$ cat src/rtl/seg_pkg.sv
// Shared types and constants for the six-digit multiplexed seven-segment scanner.
package seg_pkg;

  localparam logic [7:0] SEG_OFF   = 8'hFF;
  localparam logic [5:0] SEL_OFF   = 6'h3F;
  localparam logic [6:0] SEG_BLANK = 7'h7F;
  localparam logic [2:0] IDX_LEFT  = 3'd5;

  // Common-anode codes, bits 6:0 = g..a, active low
  localparam logic [6:0] DIG_0 = 7'h40;
  localparam logic [6:0] DIG_1 = 7'h79;
  localparam logic [6:0] DIG_2 = 7'h24;
  localparam logic [6:0] DIG_3 = 7'h30;
  localparam logic [6:0] DIG_4 = 7'h19;
  localparam logic [6:0] DIG_5 = 7'h12;
  localparam logic [6:0] DIG_6 = 7'h02;
  localparam logic [6:0] DIG_7 = 7'h78;
  localparam logic [6:0] DIG_8 = 7'h00;
  localparam logic [6:0] DIG_9 = 7'h10;

  typedef enum logic [1:0] {IDLE, BLANK, SHOW} state_e;

  typedef struct packed {
    logic [23:0] data;
    logic [5:0]  point;
    logic        lz_en;
  } disp_t;

endpackage

$ cat src/rtl/seg_decode.sv
// BCD nibble to active-low seven-segment code; non-BCD nibbles and blanked digits go dark.
module seg_decode
  import seg_pkg::*;
(
  input  logic [3:0] nibble,
  input  logic       blank,
  output logic [6:0] seg
);

  // NOTE: seg gets a value before the case so no path leaves it unassigned (no latch).
  always_comb begin
    seg = SEG_BLANK;
    if (!blank) begin
      case (nibble)
        4'd0:    seg = DIG_0;
        4'd1:    seg = DIG_1;
        4'd2:    seg = DIG_2;
        4'd3:    seg = DIG_3;
        4'd4:    seg = DIG_4;
        4'd5:    seg = DIG_5;
        4'd6:    seg = DIG_6;
        4'd7:    seg = DIG_7;
        4'd8:    seg = DIG_8;
        4'd9:    seg = DIG_9;
        default: seg = SEG_BLANK;
      endcase
    end
  end

endmodule

$ cat src/rtl/seg_led_scan_ctrl.sv
// Six-digit LED scanner: blank/show time slicing, leading-zero suppression and
// a shadow register that only reaches the display at frame boundaries.
module seg_led_scan_ctrl
  import seg_pkg::*;
#(
  parameter int CLK_DIV      = 50_000,
  parameter int BLANK_CYCLES = 500
) (
  input  logic        sys_clk,
  input  logic        sys_rst,
  input  logic        en,
  input  logic        upd_valid,
  input  logic [23:0] data,
  input  logic [5:0]  point,
  input  logic        lz_en,
  output logic [5:0]  sel,
  output logic [7:0]  seg_led,
  output logic        frame_done
);

  localparam int SW = (CLK_DIV > 1) ? $clog2(CLK_DIV) : 1;
  localparam int BW = (BLANK_CYCLES > 1) ? $clog2(BLANK_CYCLES) : 1;
  localparam logic [SW-1:0] SHOW_LAST  = SW'(CLK_DIV - 1);
  localparam logic [BW-1:0] BLANK_LAST = BW'(BLANK_CYCLES - 1);

  state_e        state_q, state_d;
  logic [2:0]    idx_q, idx_d;
  logic [SW-1:0] show_cnt_q, show_cnt_d;
  logic [BW-1:0] blank_cnt_q, blank_cnt_d;
  disp_t         shadow_q, active_q;
  logic          pending_q;

  logic          frame_end;
  logic          commit;
  logic [3:0]    cur_nib;
  logic          suppress;
  logic          dp_on;
  logic [6:0]    cur_seg;

  assign frame_end = (state_q == SHOW) && (idx_q == 3'd0) && (show_cnt_q == SHOW_LAST);
  // Idle display is dark, so a pending value may land immediately there
  assign commit    = pending_q && (frame_end || (state_q == IDLE));

  always_comb begin
    state_d     = state_q;
    idx_d       = idx_q;
    show_cnt_d  = show_cnt_q;
    blank_cnt_d = blank_cnt_q;
    if (!en) begin
      state_d     = IDLE;
      idx_d       = IDX_LEFT;
      show_cnt_d  = '0;
      blank_cnt_d = '0;
    end else begin
      case (state_q)
        IDLE: begin
          state_d     = BLANK;
          idx_d       = IDX_LEFT;
          blank_cnt_d = '0;
        end
        BLANK: begin
          if (blank_cnt_q == BLANK_LAST) begin
            state_d    = SHOW;
            show_cnt_d = '0;
          end else begin
            blank_cnt_d = blank_cnt_q + 1'b1;
          end
        end
        SHOW: begin
          if (show_cnt_q == SHOW_LAST) begin
            state_d     = BLANK;
            blank_cnt_d = '0;
            idx_d       = (idx_q == 3'd0) ? IDX_LEFT : idx_q - 3'd1;
          end else begin
            show_cnt_d = show_cnt_q + 1'b1;
          end
        end
        default: state_d = IDLE;
      endcase
    end
  end

  // NOTE: sequential state uses <= so every register samples pre-edge values.
  always_ff @(posedge sys_clk or posedge sys_rst) begin
    if (sys_rst) begin
      state_q     <= IDLE;
      idx_q       <= IDX_LEFT;
      show_cnt_q  <= '0;
      blank_cnt_q <= '0;
    end else begin
      state_q     <= state_d;
      idx_q       <= idx_d;
      show_cnt_q  <= show_cnt_d;
      blank_cnt_q <= blank_cnt_d;
    end
  end

  // NOTE: display storage is reset so a freshly enabled scan shows zeros, not garbage.
  always_ff @(posedge sys_clk or posedge sys_rst) begin
    if (sys_rst) begin
      shadow_q  <= '0;
      active_q  <= '0;
      pending_q <= 1'b0;
    end else begin
      if (commit) active_q <= shadow_q;
      if (upd_valid) begin
        shadow_q  <= {data, point, lz_en};
        pending_q <= 1'b1;
      end else if (commit) begin
        pending_q <= 1'b0;
      end
    end
  end

  // A digit is suppressed when it and every digit to its left are zero
  assign cur_nib  = 4'(active_q.data >> {idx_q, 2'b00});
  assign suppress = active_q.lz_en && (idx_q != 3'd0) &&
                    ((active_q.data >> {idx_q, 2'b00}) == 24'd0);
  assign dp_on    = |(active_q.point & (6'b1 << idx_q));

  seg_decode u_decode (
    .nibble (cur_nib),
    .blank  (suppress),
    .seg    (cur_seg)
  );

  always_ff @(posedge sys_clk or posedge sys_rst) begin
    if (sys_rst) begin
      sel        <= SEL_OFF;
      seg_led    <= SEG_OFF;
      frame_done <= 1'b0;
    end else begin
      frame_done <= frame_end;
      if (state_q == SHOW) begin
        sel     <= ~(6'b1 << idx_q);
        seg_led <= {~dp_on, cur_seg};
      end else begin
        sel     <= SEL_OFF;
        seg_led <= SEG_OFF;
      end
    end
  end

endmodule

$ cat config.mk
export PLATFORM = sky130hd
export DESIGN_NAME = seg_led_scan_ctrl
export DESIGN_NICKNAME = d
export VERILOG_FILES = /design/src/rtl/seg_pkg.sv /design/src/rtl/seg_decode.sv /design/src/rtl/seg_led_scan_ctrl.sv
export SDC_FILE = /design/constraint.sdc
export NUM_CORES = 1
export LEC_CHECK = 0
export CAP_MARGIN = 20
export CORE_MARGIN = 5
export CORE_UTILIZATION = 40
export CTS_BUF_LIST = sky130_fd_sc_hd__clkbuf_4
export CTS_CLUSTER_DIAMETER = 100
export DETAILED_ROUTE_END_ITERATION = 6
export GPL_TIMING_DRIVEN = 0
export PLACE_DENSITY = 0.68
export SYNTH_ARGS = -nofsm -noshare
export SYNTH_HDL_FRONTEND = slang
export SYNTH_SLANG_ARGS = --single-unit
$ cat constraint.sdc
create_clock -name sys_clk -period 4.2 [get_ports sys_clk]
set_input_delay 0.84 -clock sys_clk [delete_from_list [all_inputs] [get_ports sys_clk]]
set_output_delay 0.84 -clock sys_clk [all_outputs]
set_load 0.01 [all_outputs]
Yosys cells after proc, flatten, opt, wreduce, memory -nomap -nowiden
Memories as Yosys holds them, arrays and structs flattened. Cells that the tools add are included.

Bits in read-only memories: 112. Memories kept: 1. Output and inout bits: 15. Logic and storage cells: 71. Flip-flop bits (word level): 108. Bits of input ports: 35.

Bitwise logic cells: 3. Add/sub/neg operators: 3. Eq/ne operators: 11. Multiplexer cells: 21. Shift operators: 2. Reduce and logical (&&, ||, !) cells: 16.

Memories: (no name shown) (depth 16, width 7, rd ports 1, clocked after memory_dff 0, wr ports 0, line seg_decode.sv:14) `case (nibble)`.

Operators with widths (number): 16-bit two-way mux (3); 16-bit one-hot mux with 2 select lines (1); 9-bit two-way mux (3); 9-bit one-hot mux with 3 select lines (1); 24-bit zero test (1); 24-bit by 5-bit right shift with 24-bit output (1); 16-bit by 1-bit adder with 16-bit output, second input constant (1); 16-bit equality test, second input constant (1); 9-bit by 1-bit adder with 9-bit output, second input constant (1); 9-bit equality test, second input constant (1); 3-bit two-way mux (3); 3-bit inequality test, second input constant (3); 8-bit two-way mux (1); 7-bit two-way mux (1); 6-bit AND (1); 2-bit two-way mux (3); 6-bit two-way mux (1); 3-bit by 1-bit inequality test with 1-bit output, second input constant (2); 6-bit inverter (1); 2-bit one-hot mux with 3 select lines (1); 3-bit one-hot mux with 2 select lines (1); 3-bit AND reduction (2); 6-bit OR reduction (1); 1-bit by 3-bit left shift with 6-bit output, first input constant (1); other kinds (14) (20).

Logic depth before layout (Yosys ltp)
Gate-level depths: netlist of run 1.

Depth in word-level cells: 7. Mapped depth: 11. Mapped depth without buffers: 8.

By module
From an unflattened synthesis of run 1, not the netlist that was laid out.

Cells, all modules: 429. Area, all modules: 5147.4 um^2.

By module, submodules not included: seg_led_scan_ctrl (cells an instance 396, instances 1, seq. area each 2722.6 um^2, area an instance 4911.0 um^2); seg_decode (cells an instance 33, instances 1, seq. area each 0.0 um^2, area an instance 236.5 um^2).

Least setup slack after synthesis of run 1
No wires, ideal clock.

Kind: reg-to-reg. From: register idx_q[0]. To: register seg_led[5]. Required time: 4.106 ns. Path slack: 1.660 ns. Cell stages (with the launch flop): 12. Library setup time: 0.094 ns. Arrival: 2.446 ns. Clock period less this slack: 2.540 ns. Buffers on the path: 3. Path through: dfstp_2 buf_2 buf_4 clkbuf_1 mux2i_1 nor2_1 mux2i_1 inv_1 ha_1 or2_2 a31oi_1 o21ai_0.

Word-level cells in the longest chain between the ends: 5. Elaborated cells on any way between the ends: 8. Classes of those cells: shift (1); mux (2); reduce/logical (4); memory (1).

Ends and longest elaborated chain: start, declared (line seg_led_scan_ctrl.sv:27) `logic [2:0] idx_q, idx_d;`; start signal, assigned (line seg_led_scan_ctrl.sv:92) `idx_q <= idx_d;`; parallel branches: the longest is 3 deep, another holds memory read 16 x 7 bit; 7-bit two-way mux (*) (line seg_decode.sv:13) `if (!blank) begin`; 8-bit two-way mux (*) (line seg_led_scan_ctrl.sv:134) `if (state_q == SHOW) begin`; end signal, assigned (line seg_led_scan_ctrl.sv:136) `seg_led <= {~dp_on, cur_seg};`; end, declared (line seg_led_scan_ctrl.sv:17) `output logic [7:0] seg_led,`.

Mark *: on every way between the ends. A chain may end at the register's enable or synchronous reset.

Worst setup path in the final report of run 1
Ends and elaborated chain as after synthesis.

==> run_summary.xml, run 1 <==
<?xml version="1.0" encoding="UTF-8"?>
<metrics>
  <group name="logic_synthesis">
    <metric name="synthFlopType" unit="">sky130_fd_sc_hd__dfrtp_1</metric>
    <metric name="postSynthCellCount" unit="">433</metric>
    <metric name="postSynthAreaPerCell" unit="um2">11.9</metric>
    <metric name="yosysUniqueCellTypes" unit="">61</metric>
    <metric name="synth.mux.area_fraction" unit="%">17.3</metric>
    <metric name="dominant_combinational_cell_family_by_area_after_synthesis" unit="">multiplexers</metric>
    <metric name="synth_sequential_area_ratio" unit="%">52.9</metric>
    <metric name="simple_gate_portion_of_the_synthesized_area" unit="%">12.0</metric>
    <metric name="netlist_area" unit="um2">5150</metric>
    <metric name="synth.ff_latch_count" unit="">108</metric>
    <metric name="synth_edf_count" unit="">0</metric>
    <metric name="compound_cell_area_share_of_the_yosys_netlist" unit="%">11.3</metric>
    <metric name="post_synth_fa_ha_maj_area_fraction" unit="%">1.70</metric>
    <metric name="async_flop_share" unit="%">100</metric>
    <metric name="net_count_after_synthesis" unit="">475</metric>
    <metric name="ys_warn_count" unit="">0</metric>
    <metric name="synth_xor_area_share" unit="%">2.04</metric>
  </group>
  <group name="critical_path">
    <metric name="crit_path_max_incr_delay" unit="ps">540</metric>
    <metric name="path_common_cell" unit="">sky130_fd_sc_hd__mux2i_1</metric>
    <metric name="crit_type" unit="">reg2reg</metric>
    <metric name="timing.critical_path.cells" unit="">buf_2, buf_4, clkbuf_1, mux2i_1, nor2_1, mux2i_1, inv_1, ha_1, or2_2, a31oi_1, o21ai_0</metric>
    <metric name="cp-start-kind" unit="">register</metric>
    <metric name="critical_path_required" unit="ps">4600</metric>
    <metric name="timing.critical_path.fanout_max" unit="">10</metric>
    <metric name="arrival" unit="ps">3390</metric>
    <metric name="critPathSlowestCell" unit="">sky130_fd_sc_hd__dfstp_2</metric>
    <metric name="rr_worst_depth" unit="">11</metric>
    <metric name="crit_path_end_kind" unit="">register</metric>
  </group>
  <group name="sta">
    <metric name="rsz0062_at_grt" unit="">false</metric>
    <metric name="final_period_minus_worst_setup_slack" unit="ps">2990</metric>
    <metric name="postLayoutSetupSlackWorst" unit="ps">1210</metric>
    <metric name="fin_setup_tns" unit="ps">0</metric>
    <metric name="worst_case_hold_slack" unit="ps">500</metric>
    <metric name="hold_viol_final" unit="">0</metric>
    <metric name="setup_viol" unit="">0</metric>
    <metric name="maxSlewHeadroom" unit="%">54.2</metric>
    <metric name="final_max_slew_viol_count" unit="">0</metric>
    <metric name="period_share" unit="%">71.2</metric>
    <metric name="finClkSkew" unit="ps">24.6</metric>
    <metric name="max_slew.worst_pin.slew" unit="ps">685</metric>
    <metric name="fmax" unit="MHz">335</metric>
  </group>
  <group name="place">
    <metric name="port_buffers" unit="">47</metric>
    <metric name="pre_cts_ws" unit="ps">1220</metric>
    <metric name="place.detailed.hpwl" unit="um">7940</metric>
    <metric name="gpl_wtd_cong" unit="">0.911</metric>
    <metric name="place_inst" unit="">653</metric>
    <metric name="place_area" unit="um2">5860</metric>
  </group>
  <group name="final_layout">
    <metric name="antenna_cells" unit="">0</metric>
    <metric name="final_design_area_no_fill" unit="um2">6000</metric>
    <metric name="drive_above_1_share" unit="%">22.3</metric>
    <metric name="area_growth_syn_to_layout" unit="%">16.5</metric>
    <metric name="nNetsFinal" unit="">534</metric>
    <metric name="final_cell_count_no_fill" unit="">669</metric>
  </group>
  <group name="global_routing">
    <metric name="first_global_vias" unit="">3745</metric>
    <metric name="grt.overflow.total" unit="">0</metric>
    <metric name="groute.usage.overall" unit="%">15.2</metric>
    <metric name="grt_first_pass_wirelength" unit="um">18200</metric>
    <metric name="pin_count_of_the_biggest_net_entering_global_routing" unit="">56</metric>
    <metric name="grt_antenna_before_repair" unit="">0</metric>
  </group>
  <group name="power_and_ir_drop">
    <metric name="peakVddDrop" unit="mV">0.209</metric>
    <metric name="power-per-cell-area" unit="nW/um2">338</metric>
    <metric name="total_leakage_power" unit="nW">2.45</metric>
  </group>
  <group name="clock_tree">
    <metric name="ctsHtreeMaxLevel" unit="">3</metric>
    <metric name="cts_tree" unit="">yes</metric>
    <metric name="insertion_delay" unit="ps">490</metric>
    <metric name="tritoncts_num_sinks" unit="">108</metric>
    <metric name="cts.repair_timing.setup_buffer_count" unit="">0</metric>
    <metric name="clk_pin_slew_worst_paths" unit="ps">170</metric>
    <metric name="tritoncts.num_buffers" unit="">9</metric>
    <metric name="post_cts.resized_instances" unit="">0</metric>
    <metric name="clockRootBuffer" unit="">sky130_fd_sc_hd__clkbuf_4</metric>
    <metric name="cts_hold_buf" unit="">0</metric>
    <metric name="clock_tree.buffer_depth" unit="">2</metric>
  </group>
  <group name="routing">
    <metric name="detailroute.via_count" unit="">3663</metric>
    <metric name="antenna_left" unit="">0</metric>
    <metric name="viasPerCell" unit="">5.48</metric>
    <metric name="drt-total-wl" unit="um">10600</metric>
    <metric name="drt_drc_violations_left" unit="">0</metric>
    <metric name="number_of_optimization_iterations_in_the_first_detailed_route_pass" unit="">4</metric>
    <metric name="wire_per_inst" unit="um">15.9</metric>
    <metric name="drt_iter0_markers" unit="">183</metric>
  </group>
  <group name="hold_path">
    <metric name="hold-path-cell-count" unit="">1</metric>
    <metric name="holdCritPathClass" unit="">reg2reg</metric>
  </group>
  <group name="floorplan">
    <metric name="initial_utilization" unit="%">40.8</metric>
    <metric name="placement_rows" unit="">41</metric>
    <metric name="chipWidth" unit="um">123</metric>
    <metric name="core-area" unit="um2">12600</metric>
    <metric name="die_height" unit="um">123</metric>
    <metric name="design.die.area" unit="um2">15200</metric>
    <metric name="boundaryPins" unit="">50</metric>
  </group>
  <group name="flow_run">
    <metric name="maxCapViolCount" unit="">0</metric>
  </group>
  <group name="run_status">
    <metric name="run_status" unit="">complete, no violations</metric>
  </group>
</metrics>
==> path summary, 6_finish.rpt <==
path	startpoint	end	slack (ps)
min reg2reg	pending_q	pending_q	500
max in group asynchronous	sys_rst	sel[2]	2700
max reg2reg	idx_q[0]	seg_led[5]	1210
max	idx_q[0]	seg_led[5]	1210
min	pending_q	pending_q	500
min in group asynchronous	sys_rst	show_cnt_q[13]	780
==> cell type report <==
class,count,area (um2)
buffer,21,91.3
timing repair buffer,48,498
clock inverter,7,67.6
clock buffer,9,67.6
inverter,13,51.3
tap,172,215
sequential,108,2720
fill,1208,6620
multi-input combinational,291,2280
==> cell usage after synthesis, types with 2 or more instances <==
master | count | share of area [%]
sky130_fd_sc_hd__dfrtp_1 | 92 | 45
sky130_fd_sc_hd__mux2_2 | 60 | 13
sky130_fd_sc_hd__nor2_1 | 31 | 2.3
sky130_fd_sc_hd__o21ai_0 | 22 | 2.1
sky130_fd_sc_hd__nand2_1 | 21 | 1.5
sky130_fd_sc_hd__dfstp_2 | 16 | 8.2
sky130_fd_sc_hd__a21oi_1 | 12 | 1.2
sky130_fd_sc_hd__xor2_1 | 12 | 2.0
sky130_fd_sc_hd__inv_1 | 11 | 0.80
sky130_fd_sc_hd__o2111ai_1 | 10 | 1.7
sky130_fd_sc_hd__nand3_1 | 9 | 0.87
sky130_fd_sc_hd__clkbuf_1 | 8 | 0.58
sky130_fd_sc_hd__mux2i_1 | 8 | 1.6
sky130_fd_sc_hd__and3_1 | 7 | 0.85
sky130_fd_sc_hd__buf_2 | 7 | 0.68
sky130_fd_sc_hd__ha_1 | 7 | 1.7
sky130_fd_sc_hd__o31ai_1 | 7 | 1.0
sky130_fd_sc_hd__or4_1 | 6 | 0.87
sky130_fd_sc_hd__buf_1 | 5 | 0.36
sky130_fd_sc_hd__nand2b_1 | 5 | 0.61
sky130_fd_sc_hd__a31oi_1 | 4 | 0.49
sky130_fd_sc_hd__and2_1 | 4 | 0.49
sky130_fd_sc_hd__mux2_1 | 4 | 0.87
sky130_fd_sc_hd__mux4_2 | 4 | 1.8
sky130_fd_sc_hd__nor2b_1 | 4 | 0.49
sky130_fd_sc_hd__a211o_1 | 3 | 0.51
sky130_fd_sc_hd__and4_1 | 3 | 0.51
sky130_fd_sc_hd__nand4_1 | 3 | 0.36
sky130_fd_sc_hd__nor3_1 | 3 | 0.29
sky130_fd_sc_hd__a211oi_1 | 2 | 0.29
sky130_fd_sc_hd__a22oi_1 | 2 | 0.29
sky130_fd_sc_hd__and4bb_2 | 2 | 0.49
sky130_fd_sc_hd__clkinv_1 | 2 | 0.15
sky130_fd_sc_hd__nor3b_1 | 2 | 0.29
sky130_fd_sc_hd__nor4_1 | 2 | 0.24
sky130_fd_sc_hd__o211ai_1 | 2 | 0.29
sky130_fd_sc_hd__o21ai_1 | 2 | 0.19
sky130_fd_sc_hd__o2bb2ai_1 | 2 | 0.34
sky130_fd_sc_hd__o31a_1 | 2 | 0.34
sky130_fd_sc_hd__o41ai_1 | 2 | 0.34
sky130_fd_sc_hd__or2_2 | 2 | 0.24
sky130_fd_sc_hd__or3_1 | 2 | 0.24
==> sequential cells by signal, summed over array words and instances (netlist names) <==
name,cells
active_q,31
blank_cnt_q,9
frame_done,1
idx_q,3
pending_q,1
seg_led,8
sel,6
shadow_q,31
show_cnt_q,16
state_q,2
==> power breakdown <==
| part | total, W | internal (W) | leakage, nW | switching, W |
|---|---|---|---|---|
| Combinational | 0.000302 | 0.000168 | 1.07 | 0.000134 |
| Sequential | 0.00120 | 0.00113 | 1.31 | 0.0000726 |
| Clock | 0.000521 | 0.000179 | 0.0710 | 0.000343 |
| Total | 0.00203 | 0.00148 | 2.45 | 0.000549 |
==> through the flow <==
step           utilization, %  total power [W]
6_report                 47.5          0.00203
5_1_grt                  47.5          0.00213
4_1_cts                  47.5          0.00205
3_5_place_dp             46.5          0.00153
3_3_place_gp             46.2          0.00151
2_1_floorplan               -          0.00142
==> cells by family after synthesis <==
family / after synthesis
and+or+nand+nor: 111
DFF: 108
AOI/OAI and AO/OA: 85
muxes: 76
buffers and inverters: 34
xor gates and xnor gates: 12
adders and majority gates: 7
==> critical path, delay by kind of cell, from the launching register on <==
kind | cells | cell delay (ps)
flip-flops | 1 | 540
multiplexers | 2 | 630
adder cells (fa/ha/maj) | 1 | 220
buffers and inverters | 4 | 890
AND/OR/NAND/NOR | 2 | 350
AO/OA/AOI/OAI | 2 | 250
==> routing by layer <==
metal	vias to the layer above	global-route usage, %	part of all wire, %
met1	1831	18.9	44
met2	84	25.3	50
met4	0	7.06	2.7
met3	24	3.11	3.8
li1	1724	-	-
met5	-	0	0
==> placed cells by master, fill, tap and decap left out, drive strengths merged, types with 3 or more instances in the layout <==
cell / count
nand3: 9
nand2: 21
a22oi: 3
a31oi: 4
clkinv: 7
a21oi: 12
or4: 6
or2: 3
nor3: 3
nor2: 31
nand2b: 5
buf: 14
ha: 7
clkbuf: 17
and3: 7
inv: 11
a211o: 3
dfrtp: 92
nor2b: 4
mux4: 4
o21ai: 24
clkdlybuf4s50: 47
o31ai: 7
nand4: 4
o2111ai: 10
xor2: 12
and4: 3
dfstp: 16
and2: 4
mux2: 64
mux2i: 8
Power figures use the tool's default switching activity.
==> run 2: changes to the inputs <==
- clock period: 4.2 -> 2.84 ns (I/O delays scaled with it)
==> run_summary.xml, run 2 (synthesis gave the netlist of run 1 again) <==
<?xml version="1.0" encoding="UTF-8"?>
<metrics>
  <group name="final_layout">
    <metric name="area_growth_syn_to_layout" unit="%">16.6</metric>
    <metric name="leading_cell_type_in_the_layout_fill_and_taps_excluded" unit="">sky130_fd_sc_hd__dfrtp_1</metric>
    <metric name="drive_above_1_share" unit="%">23.5</metric>
    <metric name="antenna_cells" unit="">0</metric>
    <metric name="nNetsFinal" unit="">534</metric>
    <metric name="final_cell_mix" unit="">sky130_fd_sc_hd__dfrtp_1, sky130_fd_sc_hd__mux2_2, sky130_fd_sc_hd__clkdlybuf4s50_1, sky130_fd_sc_hd__nor2_1, sky130_fd_sc_hd__o21ai_0</metric>
    <metric name="finish.utilization" unit="%">47.6</metric>
    <metric name="biggestRegsByFlops" unit="">active_q: 31 flops, shadow_q: 31 flops, show_cnt_q: 16 flops</metric>
  </group>
  <group name="critical_path">
    <metric name="cp-start-kind" unit="">register</metric>
    <metric name="crit_path_end_kind" unit="">register</metric>
    <metric name="crit_type" unit="">reg2reg</metric>
    <metric name="crit_path_max_incr_delay" unit="ps">670</metric>
    <metric name="critPathSlowestCell" unit="">sky130_fd_sc_hd__dfstp_2</metric>
    <metric name="arrival" unit="ps">2990</metric>
    <metric name="rr_worst_depth" unit="">8</metric>
    <metric name="rr_startpoint" unit="">idx_q[0]</metric>
    <metric name="critical_path_required" unit="ps">3220</metric>
    <metric name="r2r_slack" unit="ps">230</metric>
    <metric name="timing.critical_path.cells" unit="">buf_4, mux4_2, mux2i_2, inv_1, ha_1, or2_2, a31oi_1, o21ai_0</metric>
    <metric name="reg2reg_to" unit="">seg_led[5]</metric>
    <metric name="timing.critical_path.fanout_max" unit="">10</metric>
  </group>
  <group name="clock_tree">
    <metric name="cts_tree" unit="">yes</metric>
    <metric name="clock_tree.buffer_depth" unit="">2</metric>
    <metric name="clockRootBuffer" unit="">sky130_fd_sc_hd__clkbuf_4</metric>
    <metric name="cts_hold_buf" unit="">0</metric>
    <metric name="tritoncts_num_sinks" unit="">108</metric>
    <metric name="tritoncts.num_buffers" unit="">9</metric>
    <metric name="insertion_delay" unit="ps">480</metric>
    <metric name="clk_pin_slew_worst_paths" unit="ps">170</metric>
    <metric name="ctsHtreeMaxLevel" unit="">3</metric>
  </group>
  <group name="sta">
    <metric name="period_share" unit="%">91.9</metric>
    <metric name="hold_viol_final" unit="">0</metric>
    <metric name="final_max_slew_viol_count" unit="">0</metric>
    <metric name="maxSlewHeadroom" unit="%">47.2</metric>
    <metric name="fmax" unit="MHz">383</metric>
    <metric name="max_slew.worst_pin.slew" unit="ps">791</metric>
    <metric name="final_period_minus_worst_setup_slack" unit="ps">2610</metric>
    <metric name="finClkSkew" unit="ps">25.8</metric>
    <metric name="rsz0062_at_grt" unit="">false</metric>
    <metric name="postLayoutSetupSlackWorst" unit="ps">230</metric>
    <metric name="setup_viol" unit="">0</metric>
    <metric name="fin_setup_tns" unit="ps">0</metric>
  </group>
  <group name="power_and_ir_drop">
    <metric name="peakVddDrop" unit="mV">0.384</metric>
    <metric name="post-layout-total-power" unit="W">0.00293</metric>
    <metric name="total_leakage_power" unit="nW">2.45</metric>
    <metric name="power-per-cell-area" unit="nW/um2">488</metric>
  </group>
  <group name="hold_path">
    <metric name="timing.hold.worst_endpoint" unit="">active_q[28]</metric>
    <metric name="hold-path-cell-count" unit="">1</metric>
    <metric name="holdCritPathClass" unit="">reg2reg</metric>
    <metric name="min_from" unit="">shadow_q[28]</metric>
  </group>
  <group name="floorplan">
    <metric name="die_height" unit="um">123</metric>
    <metric name="design.die.area" unit="um2">15200</metric>
    <metric name="core-area" unit="um2">12600</metric>
    <metric name="initial_utilization" unit="%">40.8</metric>
    <metric name="boundaryPins" unit="">50</metric>
    <metric name="chipWidth" unit="um">123</metric>
    <metric name="placement_rows" unit="">41</metric>
  </group>
  <group name="routing">
    <metric name="drt-total-wl" unit="um">10500</metric>
    <metric name="antenna_left" unit="">0</metric>
    <metric name="wire_per_inst" unit="um">15.7</metric>
    <metric name="detailroute.via_count" unit="">3582</metric>
    <metric name="drt_drc_violations_left" unit="">0</metric>
    <metric name="number_of_optimization_iterations_in_the_first_detailed_route_pass" unit="">4</metric>
    <metric name="drt_iter0_markers" unit="">251</metric>
    <metric name="viasPerCell" unit="">5.35</metric>
  </group>
  <group name="global_routing">
    <metric name="first_global_vias" unit="">3658</metric>
    <metric name="groute.usage.overall" unit="%">15.1</metric>
    <metric name="grt_first_pass_wirelength" unit="um">18200</metric>
    <metric name="grt_antenna_before_repair" unit="">0</metric>
    <metric name="grt.overflow.total" unit="">0</metric>
    <metric name="pin_count_of_the_biggest_net_entering_global_routing" unit="">39</metric>
  </group>
  <group name="place">
    <metric name="pre_cts_ws" unit="ps">-95.9</metric>
    <metric name="place.detailed.hpwl" unit="um">8010</metric>
    <metric name="gpl_wtd_cong" unit="">0.893</metric>
    <metric name="port_buffers" unit="">47</metric>
  </group>
  <group name="flow_run">
    <metric name="maxCapViolCount" unit="">0</metric>
  </group>
  <group name="run_status">
    <metric name="run_status" unit="">complete, no violations</metric>
  </group>
</metrics>
-- run 2: worst max-delay path by stage --
stage             start          to  slack (ps)  cells after the start
2_1_floorplan  idx_q[0]  seg_led[5]         300                     11
3_3_place_gp   idx_q[0]  seg_led[5]        -100                     11
3_5_place_dp   idx_q[0]  seg_led[5]        -100                     11
4_1_cts        idx_q[0]  seg_led[5]          50                     11
5_1_grt        idx_q[0]  seg_led[5]          80                     10
6_report       idx_q[0]  seg_led[5]         230                      8
-- run 2: area by class of cell --
cell class / count / area [um2]
buffer: 19 / 87.6
timing repair buffer: 50 / 518
clock inverter: 5 / 36.3
clock buffer: 11 / 82.6
tap: 172 / 215
fill: 1204 / 6620
sequential: 108 / 2720
inverter: 13 / 52.6
multi-input combinational: 291 / 2290
-- run 2: layer usage --
layer	vias to the layer above	part of all wire, %	GRT usage (%)
met1	1781	45	19.4
met4	0	1.6	4.57
met2	70	50	25.1
li1	1715	-	-
met3	16	3.6	4.07
met5	-	0	0
-- run 2: report_power, final --
group / switching [W] / total (W) / internal (W) / leakage (nW)
Clock: 0.000489 / 0.000695 / 0.000206 / 0.0716
Sequential: 0.000107 / 0.00178 / 0.00167 / 1.31
Combinational: 0.000197 / 0.000452 / 0.000255 / 1.07
-- run 2: stage by stage --
step	hold slack (ps)	instances	cell area, um2
3_3_place_gp	457	652	5840
4_1_cts	475	670	6000
6_report	504	669	6000
2_1_floorplan	446	433	5150
3_5_place_dp	468	654	5880
5_1_grt	485	669	6000
-- run 2: what timing repair did --
| action | 4_1_cts | 5_1_grt |
|---|---|---|
| gates resized for setup | 1 | 4 |
| gates cloned | 0 | 0 |
| setup endpoints to repair | 7 | 7 |
| buffers inserted | 0 | 1 |
-- run 2: worst max-delay path: cells and delay by family, from the launching register on --
| kind | cells | cell delay (ps) |
|---|---|---|
| compound gates | 2 | 260 |
| flops | 1 | 670 |
| fa+ha+maj | 1 | 210 |
| mux | 2 | 780 |
| simple gates | 1 | 290 |
| buf+inv | 2 | 310 |
==> run 3: changes to the inputs <==
- CAP_MARGIN: 20 -> 0
==> results of run 3 <==
The final DEF is identical to that of run 2; final timing and power are the same.
